File: src/rtl/key_pkg.sv
// Shared constants and counter types for the pushbutton conditioning block.
package key_pkg;
  localparam int unsigned DEBOUNCE_CYCLES_DEFAULT = 1000000;
  localparam int unsigned REPEAT_DELAY  = 25000000;
  localparam int unsigned REPEAT_PERIOD = 5000000;

  localparam int unsigned KEY_CNT_W = $clog2(DEBOUNCE_CYCLES_DEFAULT);
  localparam int unsigned KEY_RPT_W = $clog2(REPEAT_DELAY);

  typedef logic [KEY_CNT_W-1:0] key_cnt_t;
  typedef logic [KEY_RPT_W-1:0] key_rpt_cnt_t;
endpackage

File: src/rtl/key_debounce_chan.sv
// Single key: 2-flop synchroniser, debounce counter, level and press/release strobes.
// Optional auto-repeat of the press strobe under KEY_DEBOUNCE_AUTOREPEAT_EN.
module key_debounce_chan
  import key_pkg::*;
#(
`ifdef KEY_DEBOUNCE_AUTOREPEAT_EN
  parameter int unsigned REPEAT_DELAY    = key_pkg::REPEAT_DELAY,
  parameter int unsigned REPEAT_PERIOD   = key_pkg::REPEAT_PERIOD,
`endif
  parameter int unsigned DEBOUNCE_CYCLES = DEBOUNCE_CYCLES_DEFAULT
) (
  input  logic i_clk,
  input  logic i_reset,
  input  logic i_key_n,
  output logic o_level,
  output logic o_press,
  output logic o_release
);
  localparam int unsigned CNT_W = $clog2(DEBOUNCE_CYCLES);

  logic [1:0]       r_sync;
  logic [CNT_W-1:0] r_cnt;
  logic             r_level;
  logic             r_press;
  logic             r_release;
  logic             w_sync;
  logic             w_accept;
  logic             w_repeat;

  assign w_sync   = ~r_sync[1];
  assign w_accept = (w_sync != r_level) && (r_cnt == CNT_W'(DEBOUNCE_CYCLES - 1));

  always_ff @(posedge i_clk) begin
    if (i_reset) begin
      r_sync    <= '1;
      r_cnt     <= '0;
      r_level   <= 1'b0;
      r_press   <= 1'b0;
      r_release <= 1'b0;
    end else begin
      r_sync    <= {r_sync[0], i_key_n};
      r_press   <= (w_accept & w_sync) | w_repeat;
      r_release <= w_accept & ~w_sync;
      if (w_sync == r_level) begin
        r_cnt <= '0;
      end else if (w_accept) begin
        r_level <= w_sync;
        r_cnt   <= '0;
      end else begin
        r_cnt <= r_cnt + CNT_W'(1);
      end
    end
  end

`ifdef KEY_DEBOUNCE_AUTOREPEAT_EN
  key_rpt_cnt_t r_rcnt;
  logic         r_rphase;
  key_rpt_cnt_t w_rlimit;

  // First repeat waits REPEAT_DELAY; later repeats use REPEAT_PERIOD.
  assign w_rlimit = r_rphase ? key_rpt_cnt_t'(REPEAT_PERIOD - 1)
                             : key_rpt_cnt_t'(REPEAT_DELAY - 1);
  assign w_repeat = r_level && !w_accept && (r_rcnt == w_rlimit);

  always_ff @(posedge i_clk) begin
    if (i_reset || !r_level || w_accept) begin
      r_rcnt   <= '0;
      r_rphase <= 1'b0;
    end else if (w_repeat) begin
      r_rcnt   <= '0;
      r_rphase <= 1'b1;
    end else begin
      r_rcnt <= r_rcnt + key_rpt_cnt_t'(1);
    end
  end
`else
  assign w_repeat = 1'b0;
`endif

  assign o_level   = r_level;
  assign o_press   = r_press;
  assign o_release = r_release;
endmodule

File: src/rtl/key_debounce_edge.sv
// Debounced pushbutton bank with sticky press capture and masked, registered irq.
// Define KEY_DEBOUNCE_AUTOREPEAT_EN to enable press auto-repeat per key.
module key_debounce_edge
  import key_pkg::*;
#(
  parameter int unsigned NUM_KEYS        = 4,
`ifdef KEY_DEBOUNCE_AUTOREPEAT_EN
  parameter int unsigned REPEAT_DELAY    = key_pkg::REPEAT_DELAY,
  parameter int unsigned REPEAT_PERIOD   = key_pkg::REPEAT_PERIOD,
`endif
  parameter int unsigned DEBOUNCE_CYCLES = DEBOUNCE_CYCLES_DEFAULT
) (
  input  logic                clk,
  input  logic                reset,
  input  logic [NUM_KEYS-1:0] key_n,
  input  logic [NUM_KEYS-1:0] irq_mask,
  input  logic [NUM_KEYS-1:0] edge_clr,
  output logic [NUM_KEYS-1:0] key_level,
  output logic [NUM_KEYS-1:0] key_press,
  output logic [NUM_KEYS-1:0] key_release,
  output logic [NUM_KEYS-1:0] edge_cap,
  output logic                irq
);
  logic [NUM_KEYS-1:0] w_level;
  logic [NUM_KEYS-1:0] w_press;
  logic [NUM_KEYS-1:0] w_release;
  logic [NUM_KEYS-1:0] r_edge_cap;
  logic                r_irq;

  for (genvar g = 0; g < NUM_KEYS; g++) begin : g_chan
    key_debounce_chan #(
`ifdef KEY_DEBOUNCE_AUTOREPEAT_EN
      .REPEAT_DELAY   (REPEAT_DELAY),
      .REPEAT_PERIOD  (REPEAT_PERIOD),
`endif
      .DEBOUNCE_CYCLES(DEBOUNCE_CYCLES)
    ) u_chan (
      .i_clk    (clk),
      .i_reset  (reset),
      .i_key_n  (key_n[g]),
      .o_level  (w_level[g]),
      .o_press  (w_press[g]),
      .o_release(w_release[g])
    );
  end

  // Set is OR-ed after the clear so a coincident press is never lost.
  always_ff @(posedge clk) begin
    if (reset) begin
      r_edge_cap <= '0;
      r_irq      <= 1'b0;
    end else begin
      r_edge_cap <= (r_edge_cap & ~edge_clr) | w_press;
      r_irq      <= |(r_edge_cap & irq_mask);
    end
  end

  assign key_level   = w_level;
  assign key_press   = w_press;
  assign key_release = w_release;
  assign edge_cap    = r_edge_cap;
  assign irq         = r_irq;
endmodule

File: config.mk
export PLATFORM = sky130hd
export DESIGN_NAME = key_debounce_edge
export DESIGN_NICKNAME = d
export VERILOG_FILES = /design/src/rtl/key_pkg.sv /design/src/rtl/key_debounce_chan.sv /design/src/rtl/key_debounce_edge.sv
export SDC_FILE = /design/constraint.sdc
export NUM_CORES = 1
export LEC_CHECK = 0
export CAP_MARGIN = 20
export CORE_ASPECT_RATIO = 0.8
export CORE_MARGIN = 10
export CORE_UTILIZATION = 60
export CTS_BUF_LIST = sky130_fd_sc_hd__clkbuf_16
export DETAILED_ROUTE_END_ITERATION = 8
export GPL_TIMING_DRIVEN = 0
export PLACE_DENSITY = 0.88
export SLEW_MARGIN = 25
export SYNTH_ARGS = -nofsm -noshare
export SYNTH_HDL_FRONTEND = slang
export SYNTH_HIERARCHICAL = 1
export SYNTH_SLANG_ARGS = --single-unit
export TNS_END_PERCENT = 100
File: constraint.sdc
create_clock -name clk -period 5.05 [get_ports clk]
set_input_delay 1.01 -clock clk [delete_from_list [all_inputs] [get_ports clk]]
set_output_delay 1.01 -clock clk [all_outputs]
set_load 0.005 [all_outputs]
==> results.md <==
- Post-synth cell types: 33
- Avg Cell Area, Syn: just over 9 um2
- Switching Fraction: 20.3%
- Starting Density: a little over three fifths
- DP Wirelength: a little under 7 mm
- Count of pins over their slew limit: 0
- FFs w/ async S/R, synth: 0%
- Hold buffers post-CTS: 0
- Power density over cell area: around 290 mW/mm2
- RSZ-0062 raised after global routing: no
- Pleak: about 1.7 nW
- Pin count of the biggest net entering global routing: 30
- Crit. End Element: primary output
- Die height: 99.0 um
- Layout area overhead: 15.2%
- CTS Root Cell: clkbuf_16
- Startpoint types: flop
- Antenna Nets Post-Route: 0
- Post-Synthesis Cell Area: 0.00468 mm2
- Core outline area: about 0.0075 mm2
- Final Hold Viols: 0
- Internal cell power: roughly 1.2 mW
- Slew headroom: 63.6%
- Clock Path Buffers: 2
- Synth area leader: dfxtp_1
- Post-CTS setup buffer count: 0
- Final Core Density: between 70% and 80%
- WL met2: 4.77 mm
- Top cells by count, synth: dfxtp_1, nor2_1, a21oi_1
- Largest fanout on the critical path: 3
- Syn nets: around 520
- Via Count: 3742
- Buf+Inv Stages, Crit Path: 1
- Clk_skew: 4.65 ps
- F_max: about 430 MHz
- Vias in the first global route: 3679
- Flip-flop and latch area: roughly 0.0021 mm2
- Synth top area share: around 45%
- Fin crit period: 2310 ps
- Full die area: 0.0118 mm2
- Router iterations before antenna repair: 4
- Worst Path Required: a little over 4000 ps
- Critical path data arrival time: between 1000 and 1500 ps
- Sequential-to-total area share from yosys stat: about 45%
- Max_cap viols: 0
- CTS tree: yes
- Synth Warn #: 6
- CTS buffer count: 9
- Final nets: between 500 and 600
- Initial antenna violation count: 0
- Worst Max-Slew Pin Slew: between 500 and 600 ps
- # fillers: 580
- Comb pwr share: ~2.0%
- Detailed Route WL: just under 10 mm
- Met3 wire length: approximately 470 um
- WHS: approximately 410 ps
- Hold/Removal Path Class: flop to flop
- Tot Pwr: roughly 1.5 mW
- Crit Path Class: flop to primary output
- Chip width: roughly 120 um
- Global Route Usage Sum: approximately 17%
- Clock-pin slew on the worst setup and hold paths: 70 ps
- Clk pwr share: 43.8%
- Syn Inst Count: 500
- Remaining global-route overflow: 0
- Most frequent cell after synthesis: dfxtp_1
- Slowest-stage cell, CP: clkdlybuf4s50_1
- Port Buffers: 30
- 1st-iter DRT viols: 230
- DR WL/cell: around 15 um
- Number of diodes: 0
- M1 wire length: about 4.3 mm
- Setup TNS: 0 ps
- Layout cells sized above 1: between 10% and 20%
- Final Setup Violations: 0
- Worst path top cell family by delay: buffers and inverters
- Tcrit/Tclk final: a little under half
- Sink Count: 105
- Post-synth EDFFs: 0
- CP Cell Sequence: clkdlybuf4s50_1
- Htree depth: 3
- Vias per cell: 5.75
- DRC: 0
- Status: finished clean
- DR top layer: met4
- GP Congestion: roughly 0.86
- Synth top area cells: dfxtp_1, nor2_1, xnor2_1
- Ports: 31
- Multi-input logic area: ~0.0024 mm2
- Row count: 28
- Main synth FF type: dfxtp_1
- Sequential share of power: a little over half
- CP peak stage delay: 540 ps
- Post-CTS resize count: 0
- Insertion delay to the later sink of the worst-skew pair: ~340 ps
- Max VDD drop: approximately 270 uV
- Yosys reg bits: 105
- First-pass GRT wire length: between 15 and 20 mm
- Net Sw Power: just over 0.3 mW
[cell type report]
type / count / share of cell area (%)
inverters: 20 / 1.39
clock inverters: 7 / 1.14
multi-input cells: 367 / 44.5
flip-flops and latches: 105 / 39.0
well taps: 105 / 2.44
plain buffers: 8 / 1.95
repair buffers: 30 / 5.48
clock buffers: 9 / 4.18
[metrics by stage]
step	setup WS, ps	std cells	area, um2
2_1_floorplan	3320	500	4680
3_3_place_gp	2070	635	5110
3_5_place_dp	1980	635	5110
4_1_cts	2330	651	5400
5_1_grt	2700	651	5390
6_report	2740	651	5390
[metal layers]
layer,track usage (%),vias to the layer above
met2,28.1,82
met5,0,-
met1,20.0,1785
met3,5.70,6
met4,4.12,0
li1,-,1869
[flip-flops by register name (all words and copies together) (netlist names)]
signal,cells
edge_cap,4
g_chan.u_chan/r_sync,8
g_chan.u_chan/r_cnt,80
irq,1
g_chan.u_chan/o_level,4
g_chan.u_chan/o_press,4
g_chan.u_chan/o_release,4
[layout by cell type (no fill, tap or decap), types with 8 or more instances in the layout]
cell type / count
dfxtp_1: 105
nor2_1: 80
a21oi_1: 29
clkdlybuf4s50_1: 29
nand3_1: 28
xor2_1: 28
xnor2_1: 28
nand2_1: 24
nand4_1: 24
inv_1: 20
nor3_1: 16
or2_2: 12
clkbuf_16: 9
and4_1: 8
o21ai_0: 8
or3_1: 8
o31ai_1: 8
or4_1: 8
[cell families after synthesis]
family,count (synthesis),share of synthesized area [%]
and+or+nand+nor,248,31.8
adders and majority gates,4,1.07
AOI/OAI and AO/OA,59,7.91
buffers and inverters,28,3.85
DFF,105,44.9
xor gates and xnor gates,56,10.5
[path summary, 6_finish.rpt]
| check | cells after the start | endpoint | slack [ps] | startpoint |
|---|---|---|---|---|
| max reg2reg | 6 | g_chan[0].u_chan/r_cnt[11] | 3130 | g_chan[0].u_chan/r_cnt[8] |
| min reg2reg | 1 | g_chan[3].u_chan/r_sync[1] | 410 | g_chan[3].u_chan/r_sync[0] |
| max | 1 | edge_cap[1] | 2740 | edge_cap[1] |
| min | 1 | g_chan[3].u_chan/r_sync[1] | 410 | g_chan[3].u_chan/r_sync[0] |
[power groups by stage]
stage,sequential [mW],clock (mW),combinational [mW]
5_1_grt,0.835,0.720,0.0328
4_1_cts,0.835,0.686,0.0308
2_1_floorplan,0.853,0,0.0141
6_report,0.835,0.674,0.0301
3_3_place_gp,0.853,0,0.0294
3_5_place_dp,0.854,0,0.0304
(Power assumes the default switching activity.)
==> RTL edit 1 (same flow settings) <==
Change the parameter `NUM_KEYS` from 4 to 6.
--- a/src/rtl/key_debounce_edge.sv
+++ b/src/rtl/key_debounce_edge.sv
@@ -5,3 +5,3 @@
 #(
-  parameter int unsigned NUM_KEYS        = 4,
+  parameter int unsigned NUM_KEYS        = 6,
 `ifdef KEY_DEBOUNCE_AUTOREPEAT_EN
Ports: changed (7 resized); port bits go from 31 to 45. The function was not compared with the original's and may differ.
==> RTL edit 1 against the original RTL <==
Power up 66%; routed wire length rose by 62%; area after synthesis grew 50%; critical path type unchanged; non-clock buffer count up 19; sequential cell count rose by 52; setup slack lost 76 ps; synthesized cell count up 50%; count of clock-buffer cells in the layout grew 8; design area up 53%.
==> RTL edit 1: results (changes against the original RTL) <==
Synth Area in Compound Gates 7.91% (about the same); placed cell count 942 (was 635); first-pass GRT wire length 26.4 mm (was 16.8 mm); sequential share of cell area 38.2% (was 39.0%); largest net degree at the start of global routing 25 (was 30); FP Rows 35 (was 28); gpl congestion 0.867 (was 0.863); nonclk buf count 57 (was 38); sink of the worst hold path g_chan[5].u_chan/r_sync[1] (was g_chan[3].u_chan/r_sync[1]); worst-case vdd ir drop 0.257 mV (was 0.268 mV); synth top area cells dfxtp_1 (45%), nor2_1 (6.4%), xnor2_1 (5.2%), xor2_1 (5.2%), nand4_1 (3.2%) (unchanged); wire length per cell 16.1 um (was 14.8 um); DR pass1 iterations 5 (was 4); inverters 30 (was 20); gr usage total 19.2% (was 16.7%); Distinct cells, synth 34 (was 33); average vias per placed instance 5.90 (was 5.75); Final clock-cell share 7.06% (was 5.31%); Net count, final 839 (was 559); Place WS 2760 ps (was 1980 ps); area of the multi-input gates 0.00359 mm^2 (was 0.00240 mm^2); met2 wire length 8.14 mm (was 4.77 mm); Critical Path End key_level[2] (was edge_cap[1]); syn avg cell area 9.36 um^2 (about the same); Critical R2R Capture g_chan[4].u_chan/r_cnt[10] (was g_chan[0].u_chan/r_cnt[11]); dpl hpwl 11.0 mm (was 6.78 mm); met1 usage 21.1% (was 20.0%); input/output buffers 44 (was 30); drt initial violations 319 (was 230); Post-Syn Nets 775 (was 518); register area share after synthesis 44.8% (was 44.9%); Leak 2.69 nW (was 1.74 nW); fin crit share 47.3% (was 45.8%); H-tree levels 4 (was 3); top post-synthesis cells by count dfxtp_1 (157), nor2_1 (120) (was dfxtp_1 (105), nor2_1 (80), a21oi_1 (29)); CP startpoint g_chan[2].u_chan/o_level (was edge_cap[1]); clk_buf instances 17 (was 9); top flop regs g_chan.u_chan/r_cnt x120, g_chan.u_chan/r_sync x12 (was g_chan.u_chan/r_cnt x80, g_chan.u_chan/r_sync x8); layout cells sized above 1 12.2% (was 11.7%); vias in the first global route 5,712 (was 3,679); CTS Sinks 157 (was 105); xor/xnor share of the synthesized area 10.5% (about the same); clk_lat worst skew 420 ps (was 340 ps); non-clk buf share 7.53% (was 7.42%); status finished, final reports clean (unchanged); Critical R2R Launch g_chan[4].u_chan/r_cnt[8] (was g_chan[0].u_chan/r_cnt[8]); reg2reg setup slack 3110 ps (was 3130 ps); CTS Buf Count 17 (was 9); adder-cell share of the synthesized area 1.07% (about the same); hold path start g_chan[5].u_chan/r_sync[0] (was g_chan[3].u_chan/r_sync[0]); Worst Path Arrival 1380 ps (was 1300 ps); routed wl met3 699 um (was 471 um); actual slew at the worst max-slew pin 440 ps (was 546 ps); skew final 5.07 ps (was 4.65 ps); Multi-In Gates 550 (was 367); Final Util 71.8% (was 71.9%); Top Metal Used met4 (unchanged); grt met3 use 4.23% (was 5.70%)
==> RTL edit 1: changes by cell type in the layout (fill, tap and decap cells not counted), moves of 8 or more <==
cell | unedited run | this run
clkbuf_16 | 9 | 17
nand2_1 | 24 | 36
xnor2_1 | 28 | 42
dfxtp_1 | 105 | 157
xor2_1 | 28 | 42
inv_1 | 20 | 32
clkdlybuf4s50_1 | 29 | 43
nor2_1 | 80 | 120
nand3_1 | 28 | 42
nor3_1 | 16 | 24
nand4_1 | 24 | 36
a21oi_1 | 29 | 42
==> RTL edit 1: power by group through the flow <==
| stage | sequential, W | clock, W | combinational, W |
|---|---|---|---|
| after CTS | 0.00125 | 0.00127 | 0.0000479 |
| after floorplan | 0.00128 | 0 | 0.0000211 |
| after global placement | 0.00128 | 0 | 0.0000435 |
| final | 0.00125 | 0.00126 | 0.0000479 |
| after detailed placement | 0.00128 | 0 | 0.0000475 |
| after global routing | 0.00125 | 0.00132 | 0.0000521 |
==> RTL edit 2 (config.mk and constraints unchanged) <==
Made on the original files. Register the input `irq_mask` before use, without a reset. The logic sees it one clock later. The other inputs are not delayed to match.
--- a/src/rtl/key_debounce_edge.sv
+++ b/src/rtl/key_debounce_edge.sv
@@ -23,2 +23,9 @@
 );
+
+  logic [NUM_KEYS-1:0] irq_mask_q;
+
+  always_ff @(posedge clk) begin
+    irq_mask_q <= irq_mask;
+  end
+
   logic [NUM_KEYS-1:0] w_level;
@@ -53,3 +60,3 @@
       r_edge_cap <= (r_edge_cap & ~edge_clr) | w_press;
-      r_irq      <= |(r_edge_cap & irq_mask);
+      r_irq      <= |(r_edge_cap & irq_mask_q);
     end
Behaviour: same outputs for any inputs over 10 cycles, from zero or initial values and one cycle with reset high; that may be too few to reach the edited logic, so the function may still have changed.
==> RTL edit 2 against the original RTL <==
Worst hold slack worse by 1.8 ps; cell count increased by 0.61%; via count increased by 2.3%; setup slack better by 24 ps; power is 3.9% higher; area after synthesis rose by 1.7%; sequential power is 4.0% higher; clock skew grew 3.2 ps; sequential cell count increased by 4; routed wire length rose by 2.3%; global-route usage hardly changed; first-iteration DRC count down 19%; design area is 1.7% higher.
==> RTL edit 2: results (changes against the original RTL) <==
input/output buffers 30 (unchanged); cell family with most CP delay buffers and inverters (unchanged); Net count, final 563 (was 559); register area share after synthesis 45.8% (was 44.9%); Post-Syn Nets 522 (was 518); R2R depth 6 (unchanged); skew final 7.82 ps (was 4.65 ps); ANT cells 0 (unchanged); Top Metal Used met4 (unchanged); Clock Tree Buf Depth 2 (unchanged); gpl congestion 0.913 (was 0.863); Synth async-reset ratio 0% (unchanged); M1 WL 4.27 mm (was 4.35 mm); routed wl met3 638 um (was 471 um); reg2reg setup slack 3150 ps (was 3130 ps); Critical R2R Capture g_chan[2].u_chan/r_cnt[0] (was g_chan[0].u_chan/r_cnt[11]); dpl hpwl 6.82 mm (was 6.78 mm); Distinct cells, synth 33 (unchanged); Slew HR 62.3% (was 63.6%); clock-pin slew on the worst setup and hold paths 70 ps (about the same); drt initial violations 186 (was 230); hold path start g_chan[3].u_chan/r_sync[0] (unchanged); Hold Path Stages 1 (unchanged); Worst Path Arrival 1280 ps (was 1300 ps); critical path's largest stage delay 540 ps (about the same); clk_lat worst skew 340 ps (about the same); largest net degree at the start of global routing 30 (unchanged); sink of the worst hold path g_chan[3].u_chan/r_sync[1] (unchanged); top flop regs g_chan.u_chan/r_cnt x80, g_chan.u_chan/r_sync x8 (unchanged); DR pass1 iterations 5 (was 4); synth top area cells dfxtp_1 (46%), nor2_1 (6.3%), xnor2_1 (5.2%), xor2_1 (5.2%), nand4_1 (3.2%) (was dfxtp_1 (45%), nor2_1 (6.4%), xnor2_1 (5.2%), xor2_1 (5.2%), nand4_1 (3.2%)); top post-synthesis cells by count dfxtp_1 (109), nor2_1 (80), a21oi_1 (29) (was dfxtp_1 (105), nor2_1 (80), a21oi_1 (29)); average vias per placed instance 5.84 (was 5.75); crit-path max FO 3 (unchanged); postcts setup bufs 0 (unchanged); CTS Buf Count 9 (unchanged); synth warn 6 (unchanged); initial antenna violation count 0 (unchanged); H-tree levels 3 (unchanged); met2 wire length 4.84 mm (was 4.77 mm); gr usage total 16.7% (about the same); # fillers 545 (was 580); Leak 1.78 nW (was 1.74 nW); layout cells sized above 1 11.8% (was 11.7%); post-cts gate resize count 0 (unchanged); worst-case vdd ir drop 0.238 mV (was 0.268 mV); status finished, final reports clean (unchanged); vias in the first global route 3,685 (was 3,679); clk root buf clkbuf_16 (unchanged); first-pass GRT wire length 17.0 mm (was 16.8 mm); drt total wl 9.89 mm (was 9.66 mm); slowest CP cell clkdlybuf4s50_1 (unchanged); Worst Hold Class reg -> reg (unchanged); Critical R2R Launch g_chan[2].u_chan/r_cnt[8] (was g_chan[0].u_chan/r_cnt[8]); Max Slew Vio Count 0 (unchanged)
[RTL edit 2: layer usage]
layer	GRT usage [%]	up-vias
met3	3.84	15
met5	0	-
met2	28.2	127
li1	-	1887
met1	20.2	1798
met4	6.76	0
[RTL edit 2: how the worst max path moves through the flow]
stage,depth (start not counted),to,slack [ps],from
floorplan,6,g_chan[0].u_chan/r_cnt[11],3320,g_chan[0].u_chan/r_cnt[8]
global placement,5,g_chan[1].u_chan/r_cnt[15],2120,reset
detailed placement,5,g_chan[1].u_chan/r_cnt[12],2080,reset
CTS,5,g_chan[2].u_chan/r_cnt[0],2400,reset
global route,1,key_level[1],2690,g_chan[1].u_chan/o_level
finish,1,key_level[1],2760,g_chan[1].u_chan/o_level
[RTL edit 2: through the flow]
step                setup WS [ps]  area [um^2]  hold slack [ps]  power (W)  instances
floorplan                    3320         4760              389   0.000901        504
global placement             2120         5190              393   0.000917        639
detailed placement           2080         5190              398   0.000918        639
CTS                          2400         5490              419    0.00161        655
global route                 2690         5490              427    0.00165        655
finish                       2760         5490              413    0.00160        655
[RTL edit 2: report_power, final]
| part | switching (W) | internal [W] |
|---|---|---|
| Clock | 0.000313 | 0.000387 |
| Combinational | 0.0000135 | 0.0000165 |
| Sequential | 0.00000364 | 0.000865 |
| Total | 0.000330 | 0.00127 |
[RTL edit 2: cell families (layout without fill, tap and decap cells)]
logic type      Yosys count  in the layout  share of synthesized area (%)
simple gates            248            248                           31.2
flops                   109            109                           45.8
compound gates           59             59                           7.78
xor+xnor                 56             56                           10.3
buf+inv                  28             74                           3.79
fa+ha+maj                 4              4                           1.05
[RTL edit 2: cell type report]
cell class                      instances  area [um^2]  share of cell area (%)
Inverter                               20         75.1                    1.37
Buffer                                  8          105                    1.92
Tap cell                              105          131                    2.40
Timing Repair Buffer                   30          295                    5.38
Clock buffer                            9          225                    4.11
Clock inverter                          7         73.8                    1.35
Multi-Input combinational cell        367         2400                    43.7
Sequential cell                       109         2180                    39.8
